## src/rtl/memctrl_pkg.sv

```systemverilog
// Shared definitions for the data-cache line memory controller.
// Contents: FSM state encoding, default bus widths, line-offset constant.
// Imported by dcache_mem_ctrl and mem_latency_timer.
package memctrl_pkg;

  localparam int ADDR_W_DEF = 16;
  localparam int LINE_W_DEF = 64;

  // Word offset inside a 4-word line. The memory side always sees it as zero.
  localparam logic [1:0] LINE_OFS = 2'b00;

  typedef enum logic [2:0] {
    ST_IDLE = 3'd0,
    ST_WB   = 3'd1,
    ST_FILL = 3'd2,
    ST_DONE = 3'd3,
    ST_DMA  = 3'd4
  } state_t;

endpackage

```

## src/rtl/dcache_mem_ctrl_timer.sv

```systemverilog
// Purpose: counts the cycles of one memory line access (0..MEM_LATENCY-1).
// Latency: done is asserted combinationally in the final access cycle.
// Backpressure: none. load clears the count; en advances it while a WB/FILL runs.
// Ports: clk, reset_n, load (state entry), en (access in progress), done (last cycle).
module mem_latency_timer
  import memctrl_pkg::*;
#(
  parameter int MEM_LATENCY = 4
) (
  input  logic clk,
  input  logic reset_n,
  input  logic load,
  input  logic en,
  output logic done
);

  localparam logic [3:0] LAST = 4'(MEM_LATENCY - 1);

  logic [3:0] count;

  always_ff @(posedge clk or negedge reset_n) begin
    if (!reset_n) begin
      count <= 4'd0;
    end else if (load) begin
      count <= 4'd0;
    end else if (en && !done) begin
      count <= count + 4'd1;
    end
  end

  assign done = en && (count == LAST);

endmodule

```

## src/rtl/dcache_mem_ctrl.sv

```systemverilog
// Purpose: serialises data-cache write-back/fill onto the line memory and shares the bus with DMA.
// Latency: fill or write-back MEM_LATENCY+1 cycles, write-back+fill 2*MEM_LATENCY+1, from acceptance to c_ready.
// Backpressure: the cache is stalled while dma_bg is high; DMA waits for IDLE when a cache request is running.
// Ports: cache side c_*, DMA side dma_br/dma_bg, memory side mem_*.
// Optional: define DCACHE_MEM_STATS_EN to add saturating stat_fills/stat_wbs/stat_dma_grants outputs.
module dcache_mem_ctrl
  import memctrl_pkg::*;
#(
  parameter int ADDR_W      = ADDR_W_DEF,
  parameter int LINE_W      = LINE_W_DEF,
  parameter int MEM_LATENCY = 4
) (
  input  logic              clk,
  input  logic              reset_n,
  input  logic              c_read_m,
  input  logic              c_write_m,
  input  logic [ADDR_W-1:0] c_address,
  input  logic [ADDR_W-1:0] c_wb_address,
  input  logic [LINE_W-1:0] c_wdata,
  output logic [LINE_W-1:0] c_rdata,
  output logic              c_ready,
  input  logic              dma_br,
  output logic              dma_bg,
  output logic              mem_read,
  output logic              mem_write,
  output logic [ADDR_W-1:0] mem_address,
  output logic [LINE_W-1:0] mem_wdata,
  input  logic [LINE_W-1:0] mem_rdata
`ifdef DCACHE_MEM_STATS_EN
  ,
  output logic [15:0]       stat_fills,
  output logic [15:0]       stat_wbs,
  output logic [15:0]       stat_dma_grants
`endif
);

  state_t state, state_next;
  logic   accept;
  logic   t_done;
  logic   cache_pri;
  logic   rd_q;
  logic [ADDR_W-1:2] fill_addr_q;
  logic [ADDR_W-1:2] wb_addr_q;
  logic [LINE_W-1:0] wdata_q;

  // Word-offset bits are discarded on purpose: memory is always addressed per line.
  logic addr_lsb_unused;
  assign addr_lsb_unused = ^{c_address[1:0], c_wb_address[1:0]};

  always_comb begin
    state_next = state;
    accept     = 1'b0;
    case (state)
      ST_IDLE: begin
        if (dma_br && !cache_pri) begin
          state_next = ST_DMA;
        end else if (c_write_m) begin
          state_next = ST_WB;
          accept     = 1'b1;
        end else if (c_read_m) begin
          state_next = ST_FILL;
          accept     = 1'b1;
        end
      end
      ST_WB:   if (t_done) state_next = rd_q ? ST_FILL : ST_DONE;
      ST_FILL: if (t_done) state_next = ST_DONE;
      ST_DONE: state_next = ST_IDLE;
      ST_DMA:  if (!dma_br) state_next = ST_IDLE;
      default: state_next = ST_IDLE;
    endcase
  end

  // The counter restarts on every state change, so WB->FILL gets a full latency window.
  mem_latency_timer #(.MEM_LATENCY(MEM_LATENCY)) u_timer (
    .clk     (clk),
    .reset_n (reset_n),
    .load    (state_next != state),
    .en      ((state == ST_WB) || (state == ST_FILL)),
    .done    (t_done)
  );

  always_ff @(posedge clk or negedge reset_n) begin
    if (!reset_n) begin
      state       <= ST_IDLE;
      cache_pri   <= 1'b0;
      rd_q        <= 1'b0;
      fill_addr_q <= '0;
      wb_addr_q   <= '0;
      wdata_q     <= '0;
      c_rdata     <= '0;
    end else begin
      state <= state_next;
      // The whole request is frozen at acceptance; later input changes are ignored.
      if (accept) begin
        rd_q        <= c_read_m;
        fill_addr_q <= c_address[ADDR_W-1:2];
        wb_addr_q   <= c_wb_address[ADDR_W-1:2];
        wdata_q     <= c_wdata;
      end
      // Fairness: after a DMA tenure the cache gets the next slot, unless it has nothing to do.
      if (state == ST_IDLE && (accept || !(c_read_m || c_write_m))) begin
        cache_pri <= 1'b0;
      end else if (state == ST_DMA && !dma_br) begin
        cache_pri <= 1'b1;
      end
      if (state == ST_FILL && t_done) begin
        c_rdata <= mem_rdata;
      end
    end
  end

  // Moore outputs decoded from the state register: an async reset drops them at once.
  assign mem_write   = (state == ST_WB);
  assign mem_read    = (state == ST_FILL);
  assign c_ready     = (state == ST_DONE);
  assign dma_bg      = (state == ST_DMA);
  assign mem_address = (state == ST_WB)   ? {wb_addr_q, LINE_OFS}   :
                       (state == ST_FILL) ? {fill_addr_q, LINE_OFS} : '0;
  assign mem_wdata   = (state == ST_WB) ? wdata_q : '0;

`ifdef DCACHE_MEM_STATS_EN
  always_ff @(posedge clk or negedge reset_n) begin
    if (!reset_n) begin
      stat_fills      <= 16'd0;
      stat_wbs        <= 16'd0;
      stat_dma_grants <= 16'd0;
    end else begin
      if (state == ST_FILL && t_done && stat_fills != 16'hFFFF)
        stat_fills <= stat_fills + 16'd1;
      if (state == ST_WB && t_done && stat_wbs != 16'hFFFF)
        stat_wbs <= stat_wbs + 16'd1;
      if (state != ST_DMA && state_next == ST_DMA && stat_dma_grants != 16'hFFFF)
        stat_dma_grants <= stat_dma_grants + 16'd1;
    end
  end
`endif

endmodule
```

## config.mk

```make
export PLATFORM = sky130hd
export DESIGN_NAME = dcache_mem_ctrl
export DESIGN_NICKNAME = d
export VERILOG_FILES = /design/src/rtl/memctrl_pkg.sv /design/src/rtl/dcache_mem_ctrl_timer.sv /design/src/rtl/dcache_mem_ctrl.sv
export SDC_FILE = /design/constraint.sdc
export NUM_CORES = 1
export LEC_CHECK = 0
export CAP_MARGIN = 10
export CORE_ASPECT_RATIO = 1.5
export CORE_MARGIN = 2
export CORE_UTILIZATION = 43
export DETAILED_ROUTE_END_ITERATION = 12
export PLACE_DENSITY = 0.91
export SYNTH_ARGS = -nofsm -noshare
export SYNTH_HDL_FRONTEND = slang
export SYNTH_HIERARCHICAL = 1
export SYNTH_SLANG_ARGS = --single-unit
```

## constraint.sdc

```tcl
create_clock -name clk -period 3.3 [get_ports clk]
set_input_delay 0.66 -clock clk [delete_from_list [all_inputs] [get_ports clk]]
set_output_delay 0.66 -clock clk [all_outputs]
set_load 0.03 [all_outputs]
```

======== Yosys cells after proc, flatten, opt, wreduce, memory -nomap -nowiden ========
Cells that the tools add are included.
operators by class
  $mul .................................... 0
  eq/ne operators ......................... 6
  add/sub/neg operators ................... 1
  div/mod/pow operators ................... 0
  $lt $le $gt $ge ......................... 0
  shifts and indexed selects .............. 0
  reduce and logical (&&, ||, !) cells .... 16
  bitwise operators ....................... 0
  mux-type cells .......................... 19
operators with widths
  cell                                           count
  two-way mux 64 bit                             1
  two-way mux 16 bit                             2
  two-way mux 3 bit                              6
  case mux 3 bit (4 select lines)                1
  two-way mux 4 bit                              2
  two-way mux 1 bit                              7
  == test 3 x 2 -> 1 bit, second input constant  2
  logical AND 1 bit                              6
  adder 4 x 1 -> 4 bit, second input constant    1
  == test 4 x 2 -> 1 bit, second input constant  1
  zero test 1 bit                                4
  nonzero test 2 bit                             2
  == test 3 x 1 -> 1 bit, second input constant  1
  == test 3 bit, second input constant           1
  zero test 3 bit                                1
  logical OR 1 bit                               3
  inequality test 3 bit                          1
word-level totals
  memories kept ........................... 0
  bits in latches ......................... 0
  bits in read-only memories .............. 0
  bits in registers ....................... 165
  memory bits (writable) .................. 0
  word-level logic and storage cells ...... 50

======== Depth between registers and ports, before layout ========
Gate-level depths: netlist of run 1.
  depth in word-level cells ............... 7
  mapped depth ............................ 10
  gate-level depth less buffers ........... 9

======== Hierarchy ========
The synthesis of run 1 kept the hierarchy.
modules (own cells, without submodules)
  module             sequential area each (um2)  cells each  area each (um2)  times used
  dcache_mem_ctrl    4,028.9                     457         7,409.6          1
  mem_latency_timer  100.1                       21          220.2            1

======== Least setup slack after synthesis of run 1 ========
OpenSTA, ideal clock, no wires.
  path kind ............................... reg2reg
  start point ............................. register state[0]
  end point ............................... register c_rdata[0]
  cell stages (with the launch flop) ...... 10
  arrival time ............................ 2,459 ps
  required time ........................... 3,175 ps
  buffers on the path ..................... 3
  setup slack ............................. 715 ps
  path through ............................ dfrtp_1 > buf_2 > nor3b_2 > or2_2 > nand2_1 > nor3_1 > nor4b_2 > buf_6 > buf_12 > mux2_4
on the way
  longest elaborated chain between the ends .. 4
RTL lines
  what                                                                     RTL line                     RTL
  from (decl)                                                              dcache_mem_ctrl.sv:37        state_t state, state_next;
  from (signal assigned)                                                   dcache_mem_ctrl.sv:92        state <= state_next;
  == test 3 x 1 -> 1 bit / == test 3 x 2 -> 1 bit (equally long branches)  dcache_mem_ctrl.sv:78        .en ((state == ST_WB) || (state == ST_FILL)),
  logical OR 1 bit (*)                                                     dcache_mem_ctrl.sv:78
  logical AND 1 bit (*)                                                    dcache_mem_ctrl_timer.sv:31  assign done = en && (count == LAST);
  net t_done                                                               dcache_mem_ctrl.sv:39        logic t_done;
  logical AND 1 bit (*)                                                    dcache_mem_ctrl.sv:106       if (state == ST_FILL && t_done) begin
  to (signal assigned)                                                     dcache_mem_ctrl.sv:107       c_rdata <= mem_rdata;
  to (decl)                                                                dcache_mem_ctrl.sv:20        output logic [LINE_W-1:0] c_rdata,
The timed path passes the listed nets; every way through them passes the cells marked *.
A chain may end at the register's enable or synchronous reset.

======== Worst setup path in the final report of run 1 ========
  start point ............................. register state[2]
  end point ............................... output port mem_address[9]
on the way
  longest elaborated chain between the ends .. 3
RTL lines
  what                    RTL line                RTL
  == test 3 x 2 -> 1 bit  dcache_mem_ctrl.sv:118  (state == ST_FILL) ? {fill_addr_q, LINE_OFS} : '0;
  two-way mux 16 bit      dcache_mem_ctrl.sv:118
  two-way mux 16 bit (*)  dcache_mem_ctrl.sv:117  assign mem_address = (state == ST_WB) ? {wb_addr_q, LINE_OFS} :
  to (decl)               dcache_mem_ctrl.sv:26   output logic [ADDR_W-1:0] mem_address,
Every way passes the cells marked *; elsewhere a longest branch is shown, timed or not.

==> impl_results.md, run 1 <==
- Status: completed
- First-pass GRT wire length: 29.8 mm
- Worst hold slack: 229 ps
- Cell count after synthesis: 478
- Synth area leaders: dfrtp_1 54%, mux2_4 26%, and2_1 5.2%
- Post-route ant nets: 0
- Net Sw Power: 3.21 mW
- RSZ-0062 raised after global routing: false
- Core area: 0.0173 mm^2
- Number of global-route vias before repair: 5546
- Post-CTS Hold Fix Bufs: 0
- Crit path cell chain: nor3b_4 > buf_4 > a22o_1 > clkdlybuf4s50_1
- Die Width: 113 um
- Max clock buf depth: 2
- Max Clk Rate: 325 MHz
- Max-slew violations: 0
- Row count: 59
- Int Pwr: 6.08 mW
- CP max-delay cell: clkdlybuf4s50_1
- Clk slew on worst S/H paths: 70 ps
- CP required: 2640 ps
- P_leak: 4.98 nW
- VDD IR-drop max: 0.000525 V
- CTS tree: done
- Sw Share: 34.6%
- Starting density of the core: 44.0%
- Tcrit/Tclk final: 93.3%
- GR Overflow Total: 0
- N_diodes: 0
- CP Launch Type: flip-flop
- Average wire per standard cell: 18.4 um
- Post-synthesis sequential area ratio: 54.1%
- Combinational Power Share: 45.9%
- CP arrival: 2420 ps
- Layout cell share with drive strength beyond 1: 30.4%
- Endpoints failing hold: 0
- Area fraction of the dominant cell type after synthesis: 54.1%
- Worst-Margin Slew: 634 ps
- Yosys top cell by area: dfrtp_1
- DR pass1 iterations: 4
- Skew final: 5.92 ps
- Clock sinks: 165
- Nets: 950
- CP Capture Type: primary output
- Via count: 4897
- Boundary Pins: 313
- Post-CTS sizing: 0
- Relative slew slack: 57.8%
- Yosys reg bits: 165
- Die area: 0.0188 mm^2
- Count leader, synth: dfrtp_1
- Synth Cell Area: 0.00763 mm^2
- Total Wirelength: 18.6 mm
- Maximum fanout along the worst path: 30
- Post-CTS Setup Bufs: 0
- Fillers: 1260
- Clk pwr share: 20.8%
- Top cells by count, synth: 165 x dfrtp_1, 130 x mux2_4, 64 x and2_1
- GP Congestion: 0.778
- DP HPWL: 13.6 mm
- Initial antenna violation count: 2
- Sequential fraction of design power: 33.4%
- Via density: 4.86
- Clock Tree Root: clkbuf_16
- Largest net degree at the start of global routing: 76
- Crit-path max cell delay: 700 ps
- Max-Cap Viols: 0
- CTS buffer count: 17
- Syn_area_per_cell: 16.0 um^2
- Async set-reset flop share out of synthesis: 100%
- Hold Path Class: in -> async
- Ys flop type: dfrtp_1
- # DRC: 0
- Kind of critical path: reg -> out
- DRT iter0 DRCs: 206
- Pwr dens: 831 mW/mm^2
- Yosys warns: 6
- Worst-Skew Late Latency: 410 ps
- # port buffers: 306
- Final worst path period need: 3080 ps
- H-tree lvl count: 4
- Die height: 167 um
- Sum of negative setup slack: 0 ps
- Post-synthesis cell type count: 40
- Final setup fails: 0
- Area Growth Syn to Fin: 46.7%
- Tot GR Track Use: 20.0%
- EDFF count, synth: 0
-- placed cells by master, fill, tap and decap left out, types with 2 or more instances in the layout --
master / netlist / final
inv_1: 2 / 2
dfrtp_1: 165 / 163
buf_12: 14 / 3
nand2_1: 3 / 3
clkdlybuf4s50_1: 0 / 272
nand2b_1: 4 / 4
o21ai_0: 5 / 5
nor2_1: 3 / 3
buf_4: 5 / 41
clkinvlp_4: 0 / 3
dfrtp_2: 0 / 2
a21oi_1: 3 / 3
conb_1: 1 / 2
mux2_2: 27 / 27
clkbuf_16: 0 / 17
nand3_1: 2 / 2
nor3_1: 3 / 3
bufinv_16: 0 / 2
inv_6: 0 / 3
mux2_4: 130 / 130
clkinv_2: 0 / 2
and2_1: 64 / 64
a22o_1: 14 / 14
-- power by group through the flow --
stage / sequential [mW] / combinational, mW / clock [mW]
after floorplan: 3.04 / 3.10 / 0
after global placement: 3.09 / 4.22 / 0
final: 3.10 / 4.26 / 1.93
after detailed placement: 3.12 / 4.31 / 0
after global routing: 3.20 / 4.51 / 2.08
after CTS: 3.10 / 4.32 / 2.00
-- sequential cells by signal, summed over array words and instances, names as in the netlist --
signal,count
wb_addr_q,14
state,3
wdata_q,64
c_rdata,64
fill_addr_q,14
u_timer/count,4
rd_q,1
cache_pri,1
-- area by class of cell --
class,count,area [um^2],share of cell area [%]
inverter,3,11.3,0.101
clock inverter,11,128,1.14
sequential,165,4130,36.9
multi-input combinational,280,3110,27.8
clock buffer,19,443,3.96
timing repair buffer,317,3100,27.7
tap,213,267,2.38
-- per-stage QoR --
step                      std cells  util (%)  power [mW]  area (um^2)  setup WS [ps]
after floorplan                 479         -        6.14         7630            715
after global placement          978      61.2        7.31        10600            453
after detailed placement        978      61.2        7.43        10600            390
after CTS                      1008      64.5        9.42        11200           41.7
after global routing           1008      64.5        9.78        11200           81.3
final                          1008      64.5        9.30        11200            221
-- logic make-up (layout without fill, tap and decap cells) --
logic type      after synthesis  in the layout  share of synthesized area [%]
other cells                   1              2                         0.0491
fa+ha+maj                     1              1                          0.164
compound gates               28             28                           2.94
simple gates                 90             90                           7.66
buf+inv                      34            350                           5.26
mux                         158            158                           29.7
flops                       165            165                           54.1
xor+xnor                      1              1                          0.115
-- worst max-delay path: cells and delay by family (launching register included) --
kind | cells | cell delay (ps)
flops | 1 | 530
compound gates | 1 | 200
simple gates | 1 | 240
buf+inv | 2 | 1030
-- path summary, 6_finish.rpt --
path                       slack, ps  cells after the start              to      from
min reg2reg                      490                      1            rd_q      rd_q
max reg2reg                      550                      8     c_rdata[33]  state[2]
max in group asynchronous       2240                      2     c_rdata[50]   reset_n
min                              230                      1     wdata_q[13]   reset_n
max                              220                      4  mem_address[9]  state[2]
min in group clk                 490                      1            rd_q      rd_q
-- per-layer routing --
layer	GRT usage (%)	up-vias	routed length, um
met5	0	-	27
met4	6.04	4	363
met3	6.08	24	1270
met2	36.1	196	9860
met1	22.6	2412	7040
li1	-	2261	-
Power figures use the tool's default switching activity.
==> run 2: changes to the inputs <==
Settings changed: CORE_UTILIZATION 43 to 47, GPL_ROUTABILITY_DRIVEN set to 0, PLACE_DENSITY 0.91 to 0.95.
Clock period 3.3 ns to 3.6 ns, I/O delays scaled along.
==> run 2 against run 1 <==
Via count grew 0.96%. Largest cell class unchanged. Core utilization up 6.2 points. Largest power group unchanged. Register-to-register slack improved by 280 ps.
==> impl_results.md, run 2 (synthesized netlist as in run 1, its figures left out) <==
- Clock Tree Root: clkbuf_16
- CP max-delay cell: clkdlybuf4s50_1
- GR Overflow Total: 0
- Worst-Skew Late Latency: 410 ps
- Initial antenna violation count: 0
- Die height: 160 um
- DRT iter0 DRCs: 119
- Placed Area: 0.0107 mm^2
- First-pass GRT wire length: 29.0 mm
- CTS buffer count: 17
- P_leak: 4.95 nW
- Via density: 4.94
- Number of global-route vias before repair: 5493
- CTS tree: done
- CP Launch Type: flip-flop
- Finished Cell Area: 0.0113 mm^2
- Average wire per standard cell: 18.6 um
- N_diodes: 0
- Dpl cells: 970
- DP HPWL: 13.3 mm
- Biggest regs: c_rdata x64, wdata_q x64
- Largest net degree at the start of global routing: 81
- Pwr dens: 771 mW/mm^2
- Row count: 57
- Status: completed
- Total Wirelength: 18.6 mm
- Commonest non-fill, non-tap cell in the layout: clkdlybuf4s50_1
- Max Clk Rate: 300 MHz
- Crit path cell chain: nor3b_4 > buf_12 > a22o_1 > clkdlybuf4s50_1
- Maximum fanout along the worst path: 80
- Max clock buf depth: 2
- Boundary Pins: 313
- VDD IR-drop max: 0.000571 V
- Max-Cap Viols: 0
- Most frequent cells in the layout: 305 x clkdlybuf4s50_1, 165 x dfrtp_1, 130 x mux2_4, 64 x and2_1, 27 x mux2_2
- Core area: 0.0160 mm^2
- Hold Path Class: in -> async
- RSZ-0062 raised after global routing: false
- Post-Route M1 WL: 6.97 mm
- CP Capture Type: primary output
- Tot GR Track Use: 21.9%
- Final Non-Filler Cells: 1000
- Area Growth Syn to Fin: 48.7%
- CP arrival: 2620 ps
- Post-CTS sizing: 0
- Post-CTS Hold Fix Bufs: 0
- Final Util: 70.7%
- Clk slew on worst S/H paths: 70 ps
- Post-CTS Setup Bufs: 0
- Multi-input gate area: 0.00311 mm^2
- Clock sinks: 165
- Starting density of the core: 47.5%
- Skew final: 10.6 ps
- Sum of negative setup slack: 0 ps
- # DRC: 0
- Max-slew violations: 0
- Tcrit/Tclk final: 92.6%
- Post-route ant nets: 0
- Total Power: 8.75 mW
- Final setup fails: 0
- CP required: 2880 ps
- Endpoints failing hold: 0
- Met3 wire length: 1.36 mm
- Die area: 0.0173 mm^2
- Nets: 949
- DP Worst Slack: 672 ps
- DR pass1 iterations: 4
- Layout cell share with drive strength beyond 1: 25.9%
- H-tree lvl count: 4
- Die Width: 108 um
- # port buffers: 306
- Top Metal Used: met4
- Worst hold slack: 256 ps
- Final worst path period need: 3340 ps
- Via count: 4944
- Register area: 0.00413 mm^2
- Met2 WL: 9.79 mm
- Kind of critical path: reg -> out
- Final WS setup: 265 ps
- Fillers: 1054
- Crit-path max cell delay: 690 ps
[run 2: cell count changes in the layout (fill, tap and decap cells not counted), sizes merged]
cell | before | now
clkinvlp | 3 | 2
clkinv | 3 | 2
clkdlybuf4s50 | 272 | 305
buf | 45 | 11
bufinv | 2 | 4
[run 2: path summary, 6_finish.rpt]
path | startpoint | endpoint | slack (ps) | cells past startpoint
worst min-delay path | reset_n | c_rdata[27] | 260 | 1
worst min register to register | wdata_q[7] | wdata_q[7] | 500 | 1
worst max-delay path | state[0] | mem_address[2] | 260 | 4
min in group clk | wdata_q[7] | wdata_q[7] | 500 | 1
max in group asynchronous | reset_n | u_timer/count[1] | 2550 | 2
worst max register to register | state[0] | c_rdata[35] | 830 | 8
[run 2: layout make-up]
| type | count | share of cell area, % |
|---|---|---|
| Tap cell | 206 | 2.27 |
| Inverter | 3 | 0.0993 |
| Multi-Input combinational cell | 280 | 27.4 |
| Timing Repair Buffer | 316 | 28.3 |
| Clock inverter | 11 | 1.54 |
| Sequential cell | 165 | 36.4 |
| Clock buffer | 19 | 3.91 |
[run 2: report_power, final]
part | internal, mW | leakage, nW | switching, mW
logic | 2.13 | 2.56 | 1.86
registers | 2.47 | 2.09 | 0.371
clock network | 1.18 | 0.296 | 0.734
total | 5.78 | 4.95 | 2.97
[run 2: routing by layer]
layer  global-route usage (%)  vias up
met1                     24.7     2448
met5                        0        -
met4                     8.22        0
li1                         -     2258
met3                     6.98       36
met2                     38.2      202
[run 2: worst max-delay path, delay by kind of cell (launching register included)]
family          cells  cell delay (ps)
compound gates      1              210
buf+inv             2             1010
flops               1              620
simple gates        1              330
